<file path="src/rtl/product_acc_pkg.sv">
// rtl/product_acc_pkg.sv - shared state type, default widths and counter sizing for product_accumulator
package product_acc_pkg;

   typedef enum logic [1:0] {
      IDLE,
      ACCUM,
      DONE
   } acc_state_t;

   localparam int PROD_W_DEF = 8;
   localparam int ACC_W_DEF  = 10;

   // Counter must reach N_TERMS itself, not just N_TERMS-1.
   function automatic int cnt_width(input int n_terms);
      return $clog2(n_terms + 1);
   endfunction

endpackage

</file>
<file path="src/rtl/acc_adder.sv">
// rtl/acc_adder.sv - combinational accumulator adder with carry-out; PRODUCT_ACC_SATURATE_EN clamps on carry
module acc_adder #(
   parameter int PROD_W = 8,
   parameter int ACC_W  = 10
) (
   input  logic [ACC_W-1:0]  acc,
   input  logic [PROD_W-1:0] product,
   output logic [ACC_W-1:0]  sum,
   output logic              ovf
);

   logic [ACC_W:0] full;

   assign full = {1'b0, acc} + {{(ACC_W + 1 - PROD_W){1'b0}}, product};
   assign ovf  = full[ACC_W];

`ifdef PRODUCT_ACC_SATURATE_EN
   // Once clamped, any further term carries again (or adds zero), so the clamp holds.
   assign sum = ovf ? {ACC_W{1'b1}} : full[ACC_W-1:0];
`else
   assign sum = full[ACC_W-1:0];
`endif

endmodule

</file>
<file path="src/rtl/product_accumulator.sv">
// rtl/product_accumulator.sv - sums N_TERMS products per operation over valid/ready; see acc_adder for PRODUCT_ACC_SATURATE_EN
module product_accumulator
   import product_acc_pkg::*;
#(
   parameter int PROD_W  = PROD_W_DEF,
   parameter int N_TERMS = 4,
   parameter int ACC_W   = ACC_W_DEF
) (
   input  logic              clk,
   input  logic              rst_n,
   input  logic              start,
   input  logic              in_valid,
   output logic              in_ready,
   input  logic [PROD_W-1:0] product,
   output logic              out_valid,
   input  logic              out_ready,
   output logic [ACC_W-1:0]  acc_out,
   output logic              overflow,
   output logic              busy
);

   localparam int CW = cnt_width(N_TERMS);

   acc_state_t      state;
   logic [CW-1:0]   count;
   logic [ACC_W-1:0] sum;
   logic            sum_ovf;

   acc_adder #(
      .PROD_W (PROD_W),
      .ACC_W  (ACC_W)
   ) u_adder (
      .acc     (acc_out),
      .product (product),
      .sum     (sum),
      .ovf     (sum_ovf)
   );

   // Handshake flags are registered alongside the state they decode.
   always_ff @(posedge clk or negedge rst_n) begin
      if (!rst_n) begin
         state     <= IDLE;
         acc_out   <= '0;
         overflow  <= 1'b0;
         count     <= '0;
         in_ready  <= 1'b0;
         out_valid <= 1'b0;
         busy      <= 1'b0;
      end else begin
         case (state)
            IDLE: begin
               if (start) begin
                  acc_out  <= '0;
                  overflow <= 1'b0;
                  count    <= '0;
                  in_ready <= 1'b1;
                  busy     <= 1'b1;
                  state    <= ACCUM;
               end
            end
            ACCUM: begin
               if (in_valid && in_ready) begin
                  acc_out  <= sum;
                  overflow <= overflow | sum_ovf;
                  count    <= count + CW'(1);
                  if (count == CW'(N_TERMS - 1)) begin
                     in_ready  <= 1'b0;
                     out_valid <= 1'b1;
                     state     <= DONE;
                  end
               end
            end
            DONE: begin
               if (out_ready) begin
                  out_valid <= 1'b0;
                  if (start) begin
                     acc_out  <= '0;
                     overflow <= 1'b0;
                     count    <= '0;
                     in_ready <= 1'b1;
                     state    <= ACCUM;
                  end else begin
                     busy  <= 1'b0;
                     state <= IDLE;
                  end
               end
            end
            default: begin
               in_ready  <= 1'b0;
               out_valid <= 1'b0;
               busy      <= 1'b0;
               state     <= IDLE;
            end
         endcase
      end
   end

endmodule

</file>
<file path="config.mk">
export PLATFORM = sky130hd
export DESIGN_NAME = product_accumulator
export DESIGN_NICKNAME = d
export VERILOG_FILES = /design/src/rtl/product_acc_pkg.sv /design/src/rtl/acc_adder.sv /design/src/rtl/product_accumulator.sv
export SDC_FILE = /design/constraint.sdc
export NUM_CORES = 1
export LEC_CHECK = 0
export CORE_ASPECT_RATIO = 0.8
export CORE_MARGIN = 4
export CORE_UTILIZATION = 53
export CTS_CLUSTER_DIAMETER = 120
export DETAILED_ROUTE_END_ITERATION = 16
export GPL_ROUTABILITY_DRIVEN = 0
export GPL_TIMING_DRIVEN = 0
export PLACE_DENSITY = 0.84
export SKIP_CTS_REPAIR_TIMING = 1
export SLEW_MARGIN = 20
export SYNTH_ARGS = -nofsm -noshare
export SYNTH_HDL_FRONTEND = slang
export SYNTH_SLANG_ARGS = --single-unit
</file>
<file path="constraint.sdc">
create_clock -name clk -period 3.5 [get_ports clk]
set_input_delay 1.05 -clock clk [delete_from_list [all_inputs] [get_ports clk]]
set_output_delay 1.05 -clock clk [all_outputs]
set_load 0.05 [all_outputs]
</file>
==> results of run 1 <==
==> cells by family after synthesis <==
kind of cell | after synthesis | synth area share
adder cells (fa/ha/maj) | 11 | 0.125
multiplexers | 1 | 0.00861
AND/OR/NAND/NOR | 36 | 0.152
AO/OA/AOI/OAI | 39 | 0.222
flip-flops | 19 | 0.409
XOR/XNOR | 6 | 0.0452
buffers and inverters | 8 | 0.0387
==> cell usage in the layout (no fill, tap or decap), types with 2 or more instances in the layout <==
| cell type | count |
|---|---|
| sky130_fd_sc_hd__dfrtp_1 | 19 |
| sky130_fd_sc_hd__o21a_1 | 3 |
| sky130_fd_sc_hd__nand3_1 | 2 |
| sky130_fd_sc_hd__a22o_1 | 2 |
| sky130_fd_sc_hd__o21ai_0 | 9 |
| sky130_fd_sc_hd__a21oi_1 | 6 |
| sky130_fd_sc_hd__nand2b_1 | 2 |
| sky130_fd_sc_hd__nand4_1 | 2 |
| sky130_fd_sc_hd__nor2_1 | 4 |
| sky130_fd_sc_hd__and3_1 | 2 |
| sky130_fd_sc_hd__ha_1 | 10 |
| sky130_fd_sc_hd__xor2_1 | 4 |
| sky130_fd_sc_hd__clkdlybuf4s50_1 | 26 |
| sky130_fd_sc_hd__o211ai_1 | 2 |
| sky130_fd_sc_hd__o21ai_1 | 4 |
| sky130_fd_sc_hd__a21o_1 | 4 |
| sky130_fd_sc_hd__buf_6 | 2 |
| sky130_fd_sc_hd__o22ai_1 | 2 |
| sky130_fd_sc_hd__inv_1 | 6 |
| sky130_fd_sc_hd__clkbuf_4 | 3 |
| sky130_fd_sc_hd__nand2_1 | 19 |
| sky130_fd_sc_hd__xnor2_1 | 2 |
==> where the power goes <==
part	switching, mW	leakage [nW]	internal [mW]	total [mW]
Sequential	0.0718	0.234	0.310	0.382
Clock	0.0666	0.0150	0.0443	0.111
Combinational	0.549	0.421	0.349	0.898
Total	0.688	0.670	0.703	1.39
==> synth_stat cells <==
library cell and count:
sky130_fd_sc_hd__nand2_1 19, sky130_fd_sc_hd__ha_1 10, sky130_fd_sc_hd__inv_1 6, sky130_fd_sc_hd__or2b_1 1, sky130_fd_sc_hd__nor2_2 1, sky130_fd_sc_hd__a211oi_2 1, sky130_fd_sc_hd__a22o_1 2, sky130_fd_sc_hd__o22ai_1 2
sky130_fd_sc_hd__xor2_1 4, sky130_fd_sc_hd__nand2b_1 2, sky130_fd_sc_hd__nand4_1 2, sky130_fd_sc_hd__o21bai_1 1, sky130_fd_sc_hd__o211ai_1 2, sky130_fd_sc_hd__nand3b_1 1, sky130_fd_sc_hd__and3_1 2, sky130_fd_sc_hd__a211oi_1 1
sky130_fd_sc_hd__nor2_1 4, sky130_fd_sc_hd__nand3_1 2, sky130_fd_sc_hd__nor3b_1 1, sky130_fd_sc_hd__a21oi_1 6, sky130_fd_sc_hd__o21ai_0 9, sky130_fd_sc_hd__a21oi_2 1, sky130_fd_sc_hd__fa_1 1, sky130_fd_sc_hd__nor2b_4 1
sky130_fd_sc_hd__dfrtp_1 19, sky130_fd_sc_hd__a21o_1 4, sky130_fd_sc_hd__o21ai_1 4, sky130_fd_sc_hd__o21a_1 3, sky130_fd_sc_hd__a21boi_1 1, sky130_fd_sc_hd__o2bb2ai_1 1, sky130_fd_sc_hd__mux2i_1 1, sky130_fd_sc_hd__o31ai_2 1
sky130_fd_sc_hd__xnor2_1 2, sky130_fd_sc_hd__buf_6 2
==> layout make-up <==
| class | instances | share of cell area |
|---|---|---|
| flip-flops and latches | 19 | 0.321 |
| well taps | 24 | 0.0203 |
| clock buffers | 4 | 0.0178 |
| inverters | 6 | 0.0152 |
| plain buffers | 2 | 0.0152 |
| multi-input cells | 93 | 0.434 |
| repair buffers | 26 | 0.176 |
==> per-stage QoR <==
stage	hold slack, ns	utilization	worst slack [ns]	instances	power [mW]
3_5_place_dp	0.481	0.734	0.367	170	1.28
3_3_place_gp	0.474	0.734	0.373	170	1.26
2_1_floorplan	0.468	-	0.960	120	1.03
6_report	0.496	0.747	0.678	174	1.39
4_1_cts	0.505	0.747	0.684	174	1.39
5_1_grt	0.559	0.747	0.541	174	1.50
==> critical path: cells and delay by family <==
kind	cells	cell delay (ns)
buffers and inverters	2	0.52
muxes	1	0.12
adders and majority gates	2	0.57
AOI/OAI and AO/OA	3	0.56
and+or+nand+nor	1	0.19
==> metal layers <==
layer  vias up  part of all wire
met5         -                 0
met4         0            0.0041
met3         2             0.056
met2        25              0.46
met1       452              0.48
li1        491                 -
==> worst max path at each step <==
| stage | end | from | slack (ns) |
|---|---|---|---|
| 2_1_floorplan | acc_out[8] | product[0] | 0.96 |
| 3_3_place_gp | acc_out[8] | product[0] | 0.37 |
| 3_5_place_dp | acc_out[8] | product[0] | 0.37 |
| 4_1_cts | acc_out[8] | product[0] | 0.68 |
| 5_1_grt | overflow | product[0] | 0.54 |
| 6_report | acc_out[8] | product[0] | 0.68 |
==> flip-flops by register name, indices dropped and copies added (netlist names) <==
| name | count |
|---|---|
| overflow | 1 |
| acc_out | 10 |
| in_ready | 1 |
| busy | 1 |
| state | 2 |
| out_valid | 1 |
| count | 3 |
==> metrics.md, run 1 <==
| Metric | Value |
|---|---|
| Hold path cells | 2 |
| Vias in the first global route | 964 |
| CTS Buf Count | 3 |
| Clock net sink count | 19 |
| CP Cell Sequence | clkdlybuf4s50_1 -> ha_1 -> inv_1 -> fa_1 -> nand2b_1 -> a211oi_2 -> o211ai_1 -> a21o_1 -> mux2i_1 |
| Total non-filler cell area in the finished layout | approximately 1500 µm² |
| Final wirelength | 2.45 mm |
| Top-area cell type share of the netlist area | 0.409 |
| Worst Reg2Reg Path Length in Cells | 8 |
| Critical Path Sink Type | register |
| Maximum number of buffers from clock root to sink | 2 |
| Wire length of the first global-routing pass | ~4.2 mm |
| Register bit count reported by yosys | 19 |
| Effective utilization at floorplan | 0.587 |
| Synth area leader | sky130_fd_sc_hd__dfrtp_1 |
| Post-synthesis area per instance | around 9.7 µm² |
| Clk root buf | sky130_fd_sc_hd__clkbuf_4 |
| Met3 usage in global routing | 0.0574 |
| Sum Neg Setup Slack | 0 ns |
| Number of detailed-routing iterations run before antenna repair | 4 |
| CTS H-Tree Depth | 1 |
| Die footprint | around 3000 µm² |
| Max cap viols | 0 |
| Measured slew at the worst slew-check pin | roughly 0.87 ns |
| Antenna diodes | 0 |
| FF+latch area | 475 µm² |
| Worst reg2reg endpoint | acc_out[8] |
| Number of nets with antenna violations after routing | 0 |
| Worst Hold Class | register to register |
| Top cells by area in the synthesized netlist | sky130_fd_sc_hd__dfrtp_1 41%, sky130_fd_sc_hd__ha_1 11%, sky130_fd_sc_hd__nand2_1 6.1%, sky130_fd_sc_hd__o21ai_0 3.9%, sky130_fd_sc_hd__xor2_1 3.0% |
| WP data required | between 3 and 4 ns |
| Total global routing track utilization | 0.186 |
| Clock transition at the registers of the reported paths | 0.10 ns |
| Result of the run | complete, no violations |
| Most congested layer reported by global routing | met2 |
| Die H | around 50 µm |
| Met1 usage | 0.244 |
| Global-route track usage on met2 | 0.308 |
| Number of vias after detailed routing | 970 |
| Site Rows | 14 |
| Count of final max-slew check failures | 0 |
| Layout area overhead | 27.2% |
| Number of warnings reported in the yosys synthesis log | 0 |
| Hold Path Origin | overflow |
| Maximum operating frequency | 354 MHz |
| Area of the mapped netlist | around 1200 µm² |
| P per Cell Area | roughly 940 nW/µm² |
| Type of the worst setup path | primary input to register |
| Net total in the final layout | about 180 |
| IO Pins | 27 |
| Clk_lat worst skew | 0.29 ns |
| Dpl cell area | approximately 1500 µm² |
| Instance count of the mapped netlist | 120 |
| Leakage power of the design | 0.670 nW |
| DR DRC count | 0 |
| Initial DRC Count | 29 |
| Slew Limit Headroom | 0.421 |
| Highest cell delay on the worst timing path | around 0.46 ns |
| Seq/Total Area, Yosys | 0.409 |
| Share of post-route cells with drive strength above 1 | 0.0667 |
| Final hold violations | 0 |
| Core area | about 2000 µm² |
| Antenna violations before repair | 0 |
| Routed wire per std cell | 14.1 µm |
| Hold endpoint | overflow |
| Worst IR Drop VDD | between 600 and 700 µV |
| CP arrival | 3.01 ns |
| TritonCTS clock tree | built |
| Post-layout min period | ~2.8 ns |
| Largest fanout of any net on the critical path | 3 |
| Origin of the critical flop-to-flop path | acc_out[0] |
| Fillcell total | between 100 and 150 |
| Die W | a little over 60 µm |
| Overall overflow remaining after global route | 0 |
| Final setup violating endpoints | 0 |
| Ratio of final minimum period to clock period | 0.806 |
| Post-DR vias/cell | about 5.6 |
| Yosys cell types | 34 |
| Number of buffers inserted by port buffering | 26 |
| CP Launch Type | primary input |
| Net count of the mapped netlist | 144 |
| Critical path's slowest cell | sky130_fd_sc_hd__clkdlybuf4s50_1 |
| Largest net degree at the start of global routing | 20 |
| Setup Skew | around 0.008 ns |
| Worst-case register-to-register setup slack | 1.50 ns |
| Setup repair after global routing missed its margin | no |
| Detailed Place HPWL | ~1.9 mm |
| Area used by multi-input combinational logic | around 640 µm² |
(Power assumes the default switching activity.)
==> run 2, diff against run 1 <==
--- a/config.mk
+++ b/config.mk
@@ -7,12 +7,12 @@
 export LEC_CHECK = 0
 export CORE_ASPECT_RATIO = 0.8
 export CORE_MARGIN = 4
-export CORE_UTILIZATION = 53
+export CORE_UTILIZATION = 44
 export CTS_CLUSTER_DIAMETER = 120
 export DETAILED_ROUTE_END_ITERATION = 16
 export GPL_ROUTABILITY_DRIVEN = 0
 export GPL_TIMING_DRIVEN = 0
-export PLACE_DENSITY = 0.84
+export PLACE_DENSITY = 0.75
 export SKIP_CTS_REPAIR_TIMING = 1
 export SLEW_MARGIN = 20
 export SYNTH_ARGS = -nofsm -noshare
==> constraint.sdc (replaced) <==
create_clock -name clk -period 2.55 [get_ports clk]
set_input_delay 0.765 -clock clk [delete_from_list [all_inputs] [get_ports clk]]
set_output_delay 0.765 -clock clk [all_outputs]
set_load 0.05 [all_outputs]
==> run 2 against run 1 <==
Effect of this change:
- sequential power rose by 36%
- critical endpoint unchanged
- final cell count rose by 9.2%
- combinational power rose by 43%
- wire length fell by 0.29%
- critical path depth fell by 1
- sequential cell count did not move
- critical path type unchanged
- sequential share of layout area fell by 1.4 points
- power rose by 41%
- final area rose by 4.6%
==> metrics.md, run 2 (synthesis results as in run 1) <==
| Metric | Value |
|---|---|
| Result of the run | complete, no violations |
| Post-layout min period | approximately 2.4 ns |
| Origin of the critical flop-to-flop path | acc_out[0] |
| Worst Hold Class | register to register |
| Clock transition at the registers of the reported paths | 0.11 ns |
| Sum Neg Setup Slack | 0 ns |
| Number of buffers inserted by port buffering | 26 |
| Initial DRC Count | 22 |
| Site Rows | 16 |
| Registers with the most flip-flops | acc_out x10, count x3, state x2 |
| Final setup violating endpoints | 0 |
| CTS Buf Count | 3 |
| Detailed Place HPWL | ~1.9 mm |
| Total global routing track utilization | 0.156 |
| Number of detailed-routing iterations run before antenna repair | 6 |
| Maximum number of buffers from clock root to sink | 2 |
| Die footprint | 3530 µm² |
| Measured slew at the worst slew-check pin | a little under 0.9 ns |
| Post-DR vias/cell | between 5 and 6 |
| Worst-case register-to-register setup slack | roughly 0.62 ns |
| Critical Path Sink Type | register |
| Core area | around 2500 µm² |
| Total non-filler cell area in the finished layout | between 1500 and 2000 µm² |
| Type of the worst setup path | primary input to register |
| Worst IR Drop VDD | 662 µV |
| Die H | 54.0 µm |
| Fillcell total | roughly 230 |
| CP arrival | 2.59 ns |
| Antenna violations before repair | 0 |
| Dpl cell area | approximately 1500 µm² |
| Number of vias after detailed routing | approximately 990 |
| Post-place setup slack | -0.343 ns |
| Vias in the first global route | 1003 |
| CTS H-Tree Depth | 1 |
| Min setup slack post-route | about 0.17 ns |
| Layout area overhead | 33.0% |
| Clock net sink count | 19 |
| Wire length of the first global-routing pass | around 4.3 mm |
| Largest net degree at the start of global routing | 20 |
| Crit path launch | product[1] |
| Worst Reg2Reg Path Length in Cells | 8 |
| Antenna diodes | 0 |
| Routed wire per std cell | 12.9 µm |
| Net total in the final layout | around 180 |
| Most frequent standard cell in the layout excluding fill and tap cells | sky130_fd_sc_hd__clkdlybuf4s50_1 |
| Clk root buf | sky130_fd_sc_hd__clkbuf_4 |
| Overall overflow remaining after global route | 0 |
| Overall power of the completed layout | 1.96 mW |
| WP data required | 2.75 ns |
| Worst reg2reg endpoint | acc_out[8] |
| Maximum operating frequency | between 400 and 500 MHz |
| CP Launch Type | primary input |
| Share of post-route cells with drive strength above 1 | 0.117 |
| Worst Hold Slack | just over 0.5 ns |
| Effective utilization at floorplan | 0.468 |
| Die W | roughly 65 µm |
| Max cap viols | 0 |
| Largest fanout of any net on the critical path | 2 |
| TritonCTS clock tree | built |
| Number of flip-flops in the largest register | 10 |
| Clk_lat worst skew | 0.30 ns |
| IO Pins | 27 |
| Number of nets with antenna violations after routing | 0 |
| Slew Limit Headroom | 0.418 |
| Final hold violations | 0 |
| Final wirelength | 2.44 mm |
| Most flops, register | acc_out |
| Count of final max-slew check failures | 0 |
| Setup repair after global routing missed its margin | no |
| Highest-count cells in the layout ignoring fill and taps | 25 x sky130_fd_sc_hd__clkdlybuf4s50_1, 19 x sky130_fd_sc_hd__nand2_1, 19 x sky130_fd_sc_hd__dfrtp_1 |
| DR DRC count | 0 |
| Critical Path End | acc_out[8] |
| P per Cell Area | 1270 nW/µm² |
| Setup Skew | about 0.0055 ns |
| Ratio of final minimum period to clock period | 0.935 |
| Leakage power of the design | between 0.7 and 0.8 nW |
## run 2: per-stage QoR
step,instances,utilization
global route,190,0.623
detailed placement,182,0.591
floorplan,120,-
CTS,186,0.602
global placement,182,0.591
finish,190,0.623
## run 2: area by class of cell
class | instances | area (µm²) | share of cell area
clock buffers | 4 | 26.3 | 0.0170
inverters | 6 | 22.5 | 0.0146
multi-input cells | 93 | 662 | 0.428
well taps | 36 | 45.0 | 0.0291
repair buffers | 30 | 293 | 0.189
flip-flops and latches | 19 | 475 | 0.307
plain buffers | 2 | 22.5 | 0.0146
## run 2: per-layer routing
metal,vias to the layer above,share of wire,GRT usage
li1,498,-,-
met1,474,0.46,0.194
met2,20,0.48,0.264
met3,2,0.057,0.0543
met4,0,0.0041,0.0345
met5,-,0,0
## run 2: worst min path at each step
stage	endpoint	start	cells past startpoint	slack, ns
3_3_place_gp	overflow	overflow	2	0.47
3_5_place_dp	count[0]	count[0]	1	0.50
4_1_cts	count[0]	count[0]	1	0.51
2_1_floorplan	acc_out[0]	rst_n	0	0.47
6_report	count[0]	count[0]	1	0.51
5_1_grt	acc_out[4]	acc_out[4]	2	0.55
## run 2: critical path, cell delays in order
cell,delay (ns)
sky130_fd_sc_hd__clkdlybuf4s50_1,0.49
sky130_fd_sc_hd__inv_1,0.08
sky130_fd_sc_hd__fa_2,0.40
sky130_fd_sc_hd__nand2b_4,0.16
sky130_fd_sc_hd__a211oi_4,0.25
sky130_fd_sc_hd__o211ai_1,0.13
sky130_fd_sc_hd__a21o_1,0.19
sky130_fd_sc_hd__mux2i_1,0.12
## run 2: power breakdown
group	leakage, nW	switching, mW	total [mW]	internal (mW)
registers	0.234	0.0940	0.520	0.426
logic	0.456	0.774	1.28	0.511
clock network	0.0150	0.0949	0.156	0.0610
total	0.705	0.963	1.96	0.998
